--- config.mk ---
export PLATFORM = sky130hd
export DESIGN_NAME = uart_debug_responder_flat
export DESIGN_NICKNAME = d
export VERILOG_FILES = /design/src/rtl/uart_debug_responder_if.sv /design/src/rtl/uart_debug_responder.sv /design/src/flat_wrapper.sv
export SDC_FILE = /design/constraint.sdc
export NUM_CORES = 1
export LEC_CHECK = 0
export CORE_UTILIZATION = 35
export DETAILED_ROUTE_END_ITERATION = 7
export PLACE_DENSITY_LB_ADDON = 0.1
export SYNTH_ARGS = -nofsm -noshare
export SYNTH_HDL_FRONTEND = slang
export SYNTH_SLANG_ARGS = --single-unit
--- constraint.sdc ---
create_clock -name clock -period 8.2 [get_ports clock]
set_clock_uncertainty 0.2 [all_clocks]
set_input_delay 2.05 -clock clock [delete_from_list [all_inputs] [get_ports clock]]
set_output_delay 2.05 -clock clock [all_outputs]
set_load 0.01 [all_outputs]
--- src/rtl/uart_debug_responder_if.sv ---
// Byte FIFO handshakes (RX pop, TX push) and the debug-word read bus
// between the debug responder and the UART/datapath side.
interface uart_debug_responder_if #(
  parameter int ADDR_WIDTH = 6
);
  logic                  data_available;
  logic [7:0]            rx_data;
  logic                  read_flag;
  logic                  write_flag;
  logic [7:0]            tx_data;
  logic [ADDR_WIDTH-1:0] debug_addr;
  logic [31:0]           debug_data;

  modport master (
    input  data_available, rx_data, debug_data,
    output read_flag, write_flag, tx_data, debug_addr
  );

  modport slave (
    output data_available, rx_data, debug_data,
    input  read_flag, write_flag, tx_data, debug_addr
  );
endinterface

--- src/rtl/uart_debug_responder.sv ---
// Debug-link command engine: pops host commands, drives pipeline run/step/halt/reset,
// and streams debug words plus the cycle counter back as bytes.
//   IDLE wait cmd | DECODE dispatch | RUN free-run | STEP one enable | RST pipe_reset
//   ACK send 'K' | ERR send '?' | DUMP_ADDR load word | DUMP_BYTE send 4 bytes | TERM send LF
module uart_debug_responder #(
  parameter int N_WORDS       = 36,
  parameter int ADDR_WIDTH    = 6,
  parameter int TX_FIFO_DEPTH = 256
) (
  input  logic                   clock,
  input  logic                   reset,
  uart_debug_responder_if.master bus,
  output logic                   pipe_enable,
  output logic                   pipe_reset,
  input  logic                   halted,
  output logic                   busy
);
  localparam int W_WIDTH = $clog2(N_WORDS + 1);

  localparam logic [7:0] CMD_RUN   = 8'h63;
  localparam logic [7:0] CMD_STEP  = 8'h73;
  localparam logic [7:0] CMD_DUMP  = 8'h64;
  localparam logic [7:0] CMD_RESET = 8'h72;
  localparam logic [7:0] CMD_BREAK = 8'h68;

  if ((N_WORDS + 1) * 4 + 1 > TX_FIFO_DEPTH) begin : g_tx_depth_check
    $error("uart_debug_responder: one dump does not fit in the TX FIFO");
  end
  if ((2 ** ADDR_WIDTH) < N_WORDS) begin : g_addr_width_check
    $error("uart_debug_responder: ADDR_WIDTH too narrow for N_WORDS");
  end

  typedef enum logic [3:0] {
    S_IDLE, S_DECODE, S_RUN, S_STEP, S_RST, S_ACK, S_ERR, S_DUMP_ADDR, S_DUMP_BYTE, S_TERM
  } state_t;

  state_t                state, state_next;
  logic [7:0]            cmd;
  logic [W_WIDTH-1:0]    word_idx, word_next;
  logic [1:0]            byte_idx;
  logic [31:0]           shift_reg;
  logic [31:0]           cycle_count;
  logic [ADDR_WIDTH-1:0] debug_addr;
  logic                  read_flag;
  logic                  write_flag;
  logic [7:0]            tx_data;
  logic                  last_word;

  assign last_word      = (word_idx == W_WIDTH'(N_WORDS));
  assign busy           = (state != S_IDLE);
  assign bus.read_flag  = read_flag;
  assign bus.write_flag = write_flag;
  assign bus.tx_data    = tx_data;
  assign bus.debug_addr = debug_addr;

  always_ff @(posedge clock or posedge reset) begin
    if (reset) state <= S_IDLE;
    else       state <= state_next;
  end

  always_comb begin
    state_next  = state;
    word_next   = word_idx;
    read_flag   = 1'b0;
    write_flag  = 1'b0;
    tx_data     = 8'h00;
    pipe_enable = 1'b0;
    pipe_reset  = 1'b0;
    unique case (state)
      S_IDLE: begin
        // Gated by reset so a pending RX byte cannot pop while reset is held.
        if (bus.data_available && !reset) begin
          read_flag  = 1'b1;
          state_next = S_DECODE;
        end
      end
      S_DECODE: begin
        word_next = '0;
        case (cmd)
          CMD_RUN:   state_next = S_RUN;
          CMD_STEP:  state_next = S_STEP;
          CMD_DUMP:  state_next = S_DUMP_ADDR;
          CMD_RESET: state_next = S_RST;
          default:   state_next = S_ERR;
        endcase
      end
      S_RUN: begin
        if (bus.data_available && (bus.rx_data == CMD_BREAK)) begin
          read_flag  = 1'b1;
          state_next = S_DUMP_ADDR;
        end else if (halted) begin
          state_next = S_DUMP_ADDR;
        end else begin
          pipe_enable = 1'b1;
        end
      end
      S_STEP: begin
        pipe_enable = !halted;
        state_next  = S_DUMP_ADDR;
      end
      S_RST: begin
        pipe_reset = 1'b1;
        state_next = S_ACK;
      end
      S_ACK: begin
        write_flag = 1'b1;
        tx_data    = 8'h4B;
        state_next = S_IDLE;
      end
      S_ERR: begin
        write_flag = 1'b1;
        tx_data    = 8'h3F;
        state_next = S_IDLE;
      end
      S_DUMP_ADDR: state_next = S_DUMP_BYTE;
      S_DUMP_BYTE: begin
        write_flag = 1'b1;
        tx_data    = shift_reg[31:24];
        if (byte_idx == 2'd3) begin
          if (last_word) begin
            state_next = S_TERM;
          end else begin
            word_next  = word_idx + W_WIDTH'(1);
            state_next = S_DUMP_ADDR;
          end
        end
      end
      S_TERM: begin
        write_flag = 1'b1;
        tx_data    = 8'h0A;
        state_next = S_IDLE;
      end
      default: state_next = S_IDLE;
    endcase
  end

  always_ff @(posedge clock or posedge reset) begin
    if (reset) begin
      cmd         <= 8'h00;
      word_idx    <= '0;
      byte_idx    <= 2'd0;
      shift_reg   <= 32'd0;
      cycle_count <= 32'd0;
      debug_addr  <= '0;
    end else begin
      word_idx <= word_next;
      if (state == S_IDLE && read_flag) cmd <= bus.rx_data;
      if (pipe_reset)       cycle_count <= 32'd0;
      else if (pipe_enable) cycle_count <= cycle_count + 32'd1;
      // The counter slot has no debug word, so the address keeps the last real word.
      if (state_next == S_DUMP_ADDR && word_next != W_WIDTH'(N_WORDS))
        debug_addr <= ADDR_WIDTH'(word_next);
      if (state == S_DUMP_ADDR) begin
        shift_reg <= last_word ? cycle_count : bus.debug_data;
        byte_idx  <= 2'd0;
      end else if (state == S_DUMP_BYTE) begin
        shift_reg <= {shift_reg[23:0], 8'h00};
        byte_idx  <= byte_idx + 2'd1;
      end
    end
  end
endmodule
--- src/flat_wrapper.sv ---
// flat-port wrapper written by rule: the top's interface ports become plain ports
module uart_debug_responder_flat 
#(
  parameter int N_WORDS       = 36,
  parameter int ADDR_WIDTH    = 6,
  parameter int TX_FIFO_DEPTH = 256
)
  (clock, reset, pipe_enable, pipe_reset, halted, busy, bus_data_available, bus_rx_data, bus_debug_data, bus_read_flag, bus_write_flag, bus_tx_data, bus_debug_addr);
  uart_debug_responder_if #(.ADDR_WIDTH(ADDR_WIDTH)) bus_i ();
  input  logic clock;
  input  logic reset;
  output logic pipe_enable;
  output logic pipe_reset;
  input  logic halted;
  output logic busy;
  input wire logic [$bits(bus_i.data_available)-1:0] bus_data_available;
  input wire logic [$bits(bus_i.rx_data)-1:0] bus_rx_data;
  input wire logic [$bits(bus_i.debug_data)-1:0] bus_debug_data;
  output wire logic [$bits(bus_i.read_flag)-1:0] bus_read_flag;
  output wire logic [$bits(bus_i.write_flag)-1:0] bus_write_flag;
  output wire logic [$bits(bus_i.tx_data)-1:0] bus_tx_data;
  output wire logic [$bits(bus_i.debug_addr)-1:0] bus_debug_addr;
  assign bus_i.data_available = bus_data_available;
  assign bus_i.rx_data = bus_rx_data;
  assign bus_i.debug_data = bus_debug_data;
  assign bus_read_flag = bus_i.read_flag;
  assign bus_write_flag = bus_i.write_flag;
  assign bus_tx_data = bus_i.tx_data;
  assign bus_debug_addr = bus_i.debug_addr;
  uart_debug_responder #(.N_WORDS(N_WORDS), .ADDR_WIDTH(ADDR_WIDTH), .TX_FIFO_DEPTH(TX_FIFO_DEPTH)) u_core (.clock(clock), .reset(reset), .bus(bus_i), .pipe_enable(pipe_enable), .pipe_reset(pipe_reset), .halted(halted), .busy(busy));
endmodule
Yosys cells after proc, flatten, opt, wreduce, memory -nomap -nowiden
Index checks and enable logic that the tools add are counted.
- add/sub/neg operators: 3
- equal/unequal tests: 18
- multiplexer cells: 26
- reduce and logical (&&, ||, !) cells: 11
- operator list (kind ; number):
    $mux 32 ; 5
    $eq 8x7->1 const B ; 5
    $add 32x1->32 const B ; 1
    $pmux 8 s4 ; 1
    $pmux 4 s7 ; 1
    $eq 4x3->1 const B ; 5
    $mux 4 ; 5
    $mux 6 ; 2
    $pmux 3 s4 ; 1
    $pmux 6 s2 ; 1
    $eq 4x2->1 const B ; 2
    $eq 4x4->1 const B ; 2
    $add 6x1->6 const B ; 1
    $eq 6x6->1 const B ; 1
    $mux 1 ; 6
    $ne 6x6->1 const B ; 1
    $eq 4x1->1 const B ; 1
    $logic_and 1x1->1 ; 4
    $logic_not 4->1 ; 1
    $mux 2 ; 2
    $pmux 1 s2 ; 2
    $reduce_bool 2->1 ; 2
    $reduce_bool 4->1 ; 1
    $reduce_or 4->1 ; 1
    other kinds (3) ; 4
- register bits after elaboration: 90
- logic and storage cells: 65

Longest topological paths before layout
- word-level depth: 6
- depth in mapped cells: 8
- mapped depth without buffers: 8

Least setup slack after synthesis
OpenSTA, ideal clock, no wires.
- path type: input -> output
- start point: in bus_rx_data[2]
- end point: out pipe_enable
- data arrival time: 3.012 ns
- required time: 5.950 ns
- slack: 2.938 ns
- stages: 4
- path through: nor4bb_1 nand4_1 nand2_1 clkinv_1
- word-level cells in the longest chain between the ends: 4
- RTL lines (item ; line ; RTL):
    from (decl) ; flat_wrapper.sv:17 ; input wire logic [$bits(bus_i.rx_data)-1:0] bus_rx_data;
    $eq 8x7->1 ; uart_debug_responder.sv:88 ; if (bus.data_available && (bus.rx_data == CMD_BREAK)) begin
    $logic_and 1x1->1 ; uart_debug_responder.sv:88 ;
    $mux 1 ; uart_debug_responder.sv:88 ;
    $pmux 1 s2 ; uart_debug_responder.sv:69 ; unique case (state)
    to (decl) ; flat_wrapper.sv:12 ; output logic pipe_enable;
Every way passes these cells.

Worst setup path after layout
- start point: in bus_rx_data[5]
- end point: out pipe_enable
Same word-level chain as after synthesis.

==> metrics.md <==
| Metric | Value |
|---|---|
| Outcome | complete, no violations |
| Core area | 13900 um2 |
| Max-Cap Viols | 0 |
| Post-route setup TNS | 0 ns |
| Max-Slew Margin vs Limit | 0.356 |
| Crit path max-delay family | buffers and inverters |
| 1st-pass router iterations | 4 |
| Initial core utilization | 0.358 |
| WP data required | 5.95 ns |
| GRT Total Usage | 0.197 |
| Crit path to | pipe_enable |
| Most common cell in the netlist | nand2_1 |
| CP Launch Type | primary input |
| GRT busiest layer | met2 |
| Synthesized cell area | 4970 um2 |
| Final WL | 13500 um |
| Met3 global-route usage | 0.0287 |
| Layout cells sized above 1 | 0.0802 |
| Combinational share of power | 0.307 |
| Worst min path class | reg -> reg |
| Num rows | 43 |
| Final worst path period need | 6.63 ns |
| Util after Layout | 0.434 |
| Seq/Total Area, Yosys | 0.453 |
| Worst VDD drop | roughly 0.11 mV |
| Buffers added on ports | 62 |
| Number of synthesized flops with an enable pin | 0 |
| Sequential share of power | 0.427 |
| Area contributors post-synth | dfrtp_1, nand2_1, xnor2_1 |
| Clock sink count | 90 |
| Via-to-Cell Ratio | 5.31 |
| Clock root buffer master | clkbuf_16 |
| Placed Area | 5730 um2 |
| Critical path buffers and inverters | 3 |
| Met1 Use GR | 0.280 |
| Wirelength per Cell | 17.1 um |
| Worst R2R Setup Slack | 4.95 ns |
| Met2 Usage GRT | 0.300 |
| CTS buffer count | 9 |
| P per Cell Area | 262 nW/um2 |
| Hpwl dp | 9320 um |
| Filler cell count | 1377 |
| Final net count | 654 |
| Total power | 1.58 mW |
| Design Area, Final | roughly 6000 um2 |
| Clock Latency Late Sink | approximately 0.35 ns |
| Synth Flop Type | dfrtp_1 |
| Mapped Nets | 604 |
| Die area | 14700 um2 |
| Crit Path Category | in -> out |
| Synth-to-Final Area Change | 21.3% |
| Die X | between 100 and 150 um |
| Flops & latches, synth | 90 |
| Grt ovf | 0 |
| Critical Path Fanout Max | 7 |
| Synth warn | 0 |
| Async set-reset flop share out of synthesis | 1.00 |
| Crit path DAT | between 4 and 5 ns |
| Net Sw Frac | 0.332 |
| Switching power | 0.525 mW |
| CP peak stage delay | 0.56 ns |
| Worst-Margin Slew | 0.964 ns |
| CTS hold repair buffers | 0 |
| Reg2reg end | u_core.cycle_count[31]$_DFFE_PP0P_ |
| Final setup fails | 0 |
| Initial antenna violation count | 0 |
| First-pass GRT wire length | 22100 um |
| Synth area leader | dfrtp_1 |
| Slowest stage cell, crit path | clkdlybuf4s50_1 |
| R2R Path Start | u_core.state[1]$_DFF_PP0_ |
| Largest net degree at the start of global routing | 69 |
| Cell variety after synth | 60 |
| Cell count along the critical path | 6 |
| Cell mode on critical path | clkdlybuf4s50_1 |
| Clock-pin slew on the worst setup and hold paths | ~0.06 ns |
| Cell Count, Final, Fillers Out | 791 |
| Lkg Pwr | roughly 2.6 nW |
| Post-synthesis area per instance | 8.95 um2 |
| Routability Congestion | 0.789 |
| Top Ports | 63 |
| Clk pwr share | 0.267 |
| Tcrit/Tclk final | 0.809 |
| Clk buf depth | 2 |
| Vias | 4203 |
| Internal cell power | 1.05 mW |
| Vias in the first global route | 4106 |
| CTS tree | built |
| Post-Synthesis Cells | 556 |
| Max-slew violations | 0 |
| CP endpoint kind | output pin |
| Hold path startpoint | u_core.shift_reg[5]$_DFFE_PP0P_ |
| Setup crit start | bus_rx_data[5] |
| CTS H-tree depth | 3 |
| Critical path cell sequence | clkdlybuf4s50_1 > nor4bb_1 > nand4_1 > nand2_1 > clkinv_1 > clkdlybuf4s50_1 |
| DR DRC count | 0 |
| Top cells by count, synth | nand2_1, dfrtp_1, nor2_1 |
| R2r worst-path depth | 6 |
| Dpl cells | 775 |
| Die height | roughly 120 um |
| Fmax | 0.151 GHz |
| Post-CTS sizing | 0 |
| RSZ-0062 raised after global routing | false |
| Antenna violation net count after detailed routing | 0 |
| Post-CTS Setup Bufs | 0 |
| Yosys top cell area share | 0.453 |
| ANT cells | 0 |
| Final hold vios | 0 |
| Initial DRC Count | between 200 and 300 |
-- how the worst min path moves through the flow --
stage	slack, ns	to	cells past startpoint
finish	0.29	u_core.shift_reg[5]$_DFFE_PP0P_	2
global route	0.32	u_core.bus.debug_addr[0]$_DFFE_PP0P_	1
CTS	0.29	u_core.shift_reg[4]$_DFFE_PP0P_	2
detailed placement	0.28	u_core.shift_reg[4]$_DFFE_PP0P_	2
global placement	0.27	u_core.shift_reg[6]$_DFFE_PP0P_	2
floorplan	0.25	u_core.shift_reg[0]$_DFFE_PP0P_	2
-- layout by cell type (no fill, tap or decap), types with 6 or more instances in the layout --
master	n
nand3_1	14
mux2i_1	13
o21ai_0	19
xor2_1	6
nand2_1	133
xnor2_1	20
nor3_1	12
clkdlybuf4s50_1	62
a21oi_1	17
and3_1	24
a31oi_1	25
mux2_2	8
or3_1	9
inv_1	14
nand4_1	15
nor2_1	41
clkbuf_16	9
dfrtp_1	90
buf_4	7
-- power by group through the flow --
stage                     Clock (mW)  Combinational [mW]  Sequential [mW]
after CTS                      0.433               0.490            0.673
after detailed placement           0               0.489            0.680
after global placement             0               0.487            0.679
after floorplan                    0               0.368            0.625
final                          0.421               0.484            0.674
after global routing           0.450               0.544            0.693
-- layout make-up --
cell class	instances	area, um2	share of cell area
clock inverters	5	53.8	0.00892
clock buffers	11	243	0.0402
multi-input cells	420	2520	0.418
flip-flops and latches	90	2250	0.373
well taps	180	225	0.0373
repair buffers	69	673	0.112
inverters	16	61.3	0.0102
-- kinds of logic after synthesis --
logic type                 Yosys count  share of synthesized area
muxes                               21                     0.0443
DFF                                 90                      0.453
AOI/OAI and AO/OA                   83                      0.110
buffers and inverters               46                     0.0418
xor gates and xnor gates            26                     0.0458
and+or+nand+nor                    286                      0.295
adders and majority gates            4                     0.0101
-- per-stage QoR --
stage          hold slack (ns)  setup WS (ns)
6_report                 0.287           1.57
3_3_place_gp             0.272           1.60
2_1_floorplan            0.250           2.94
5_1_grt                  0.320           1.39
4_1_cts                  0.293           1.54
3_5_place_dp             0.276           1.56
-- worst reg2reg max path, delay by kind of cell (launching register included) --
| family | cells | cell delay, ns |
|---|---|---|
| XOR/XNOR | 1 | 0.16 |
| AND/OR/NAND/NOR | 5 | 1.98 |
| flip-flops | 1 | 0.77 |
-- layer usage --
layer | vias to the layer above | wire length, um
li1 | 2053 | -
met1 | 2021 | 6600
met2 | 114 | 6020
met3 | 15 | 660
met4 | 0 | 233
met5 | - | 0
Power figures use the tool's default switching activity.
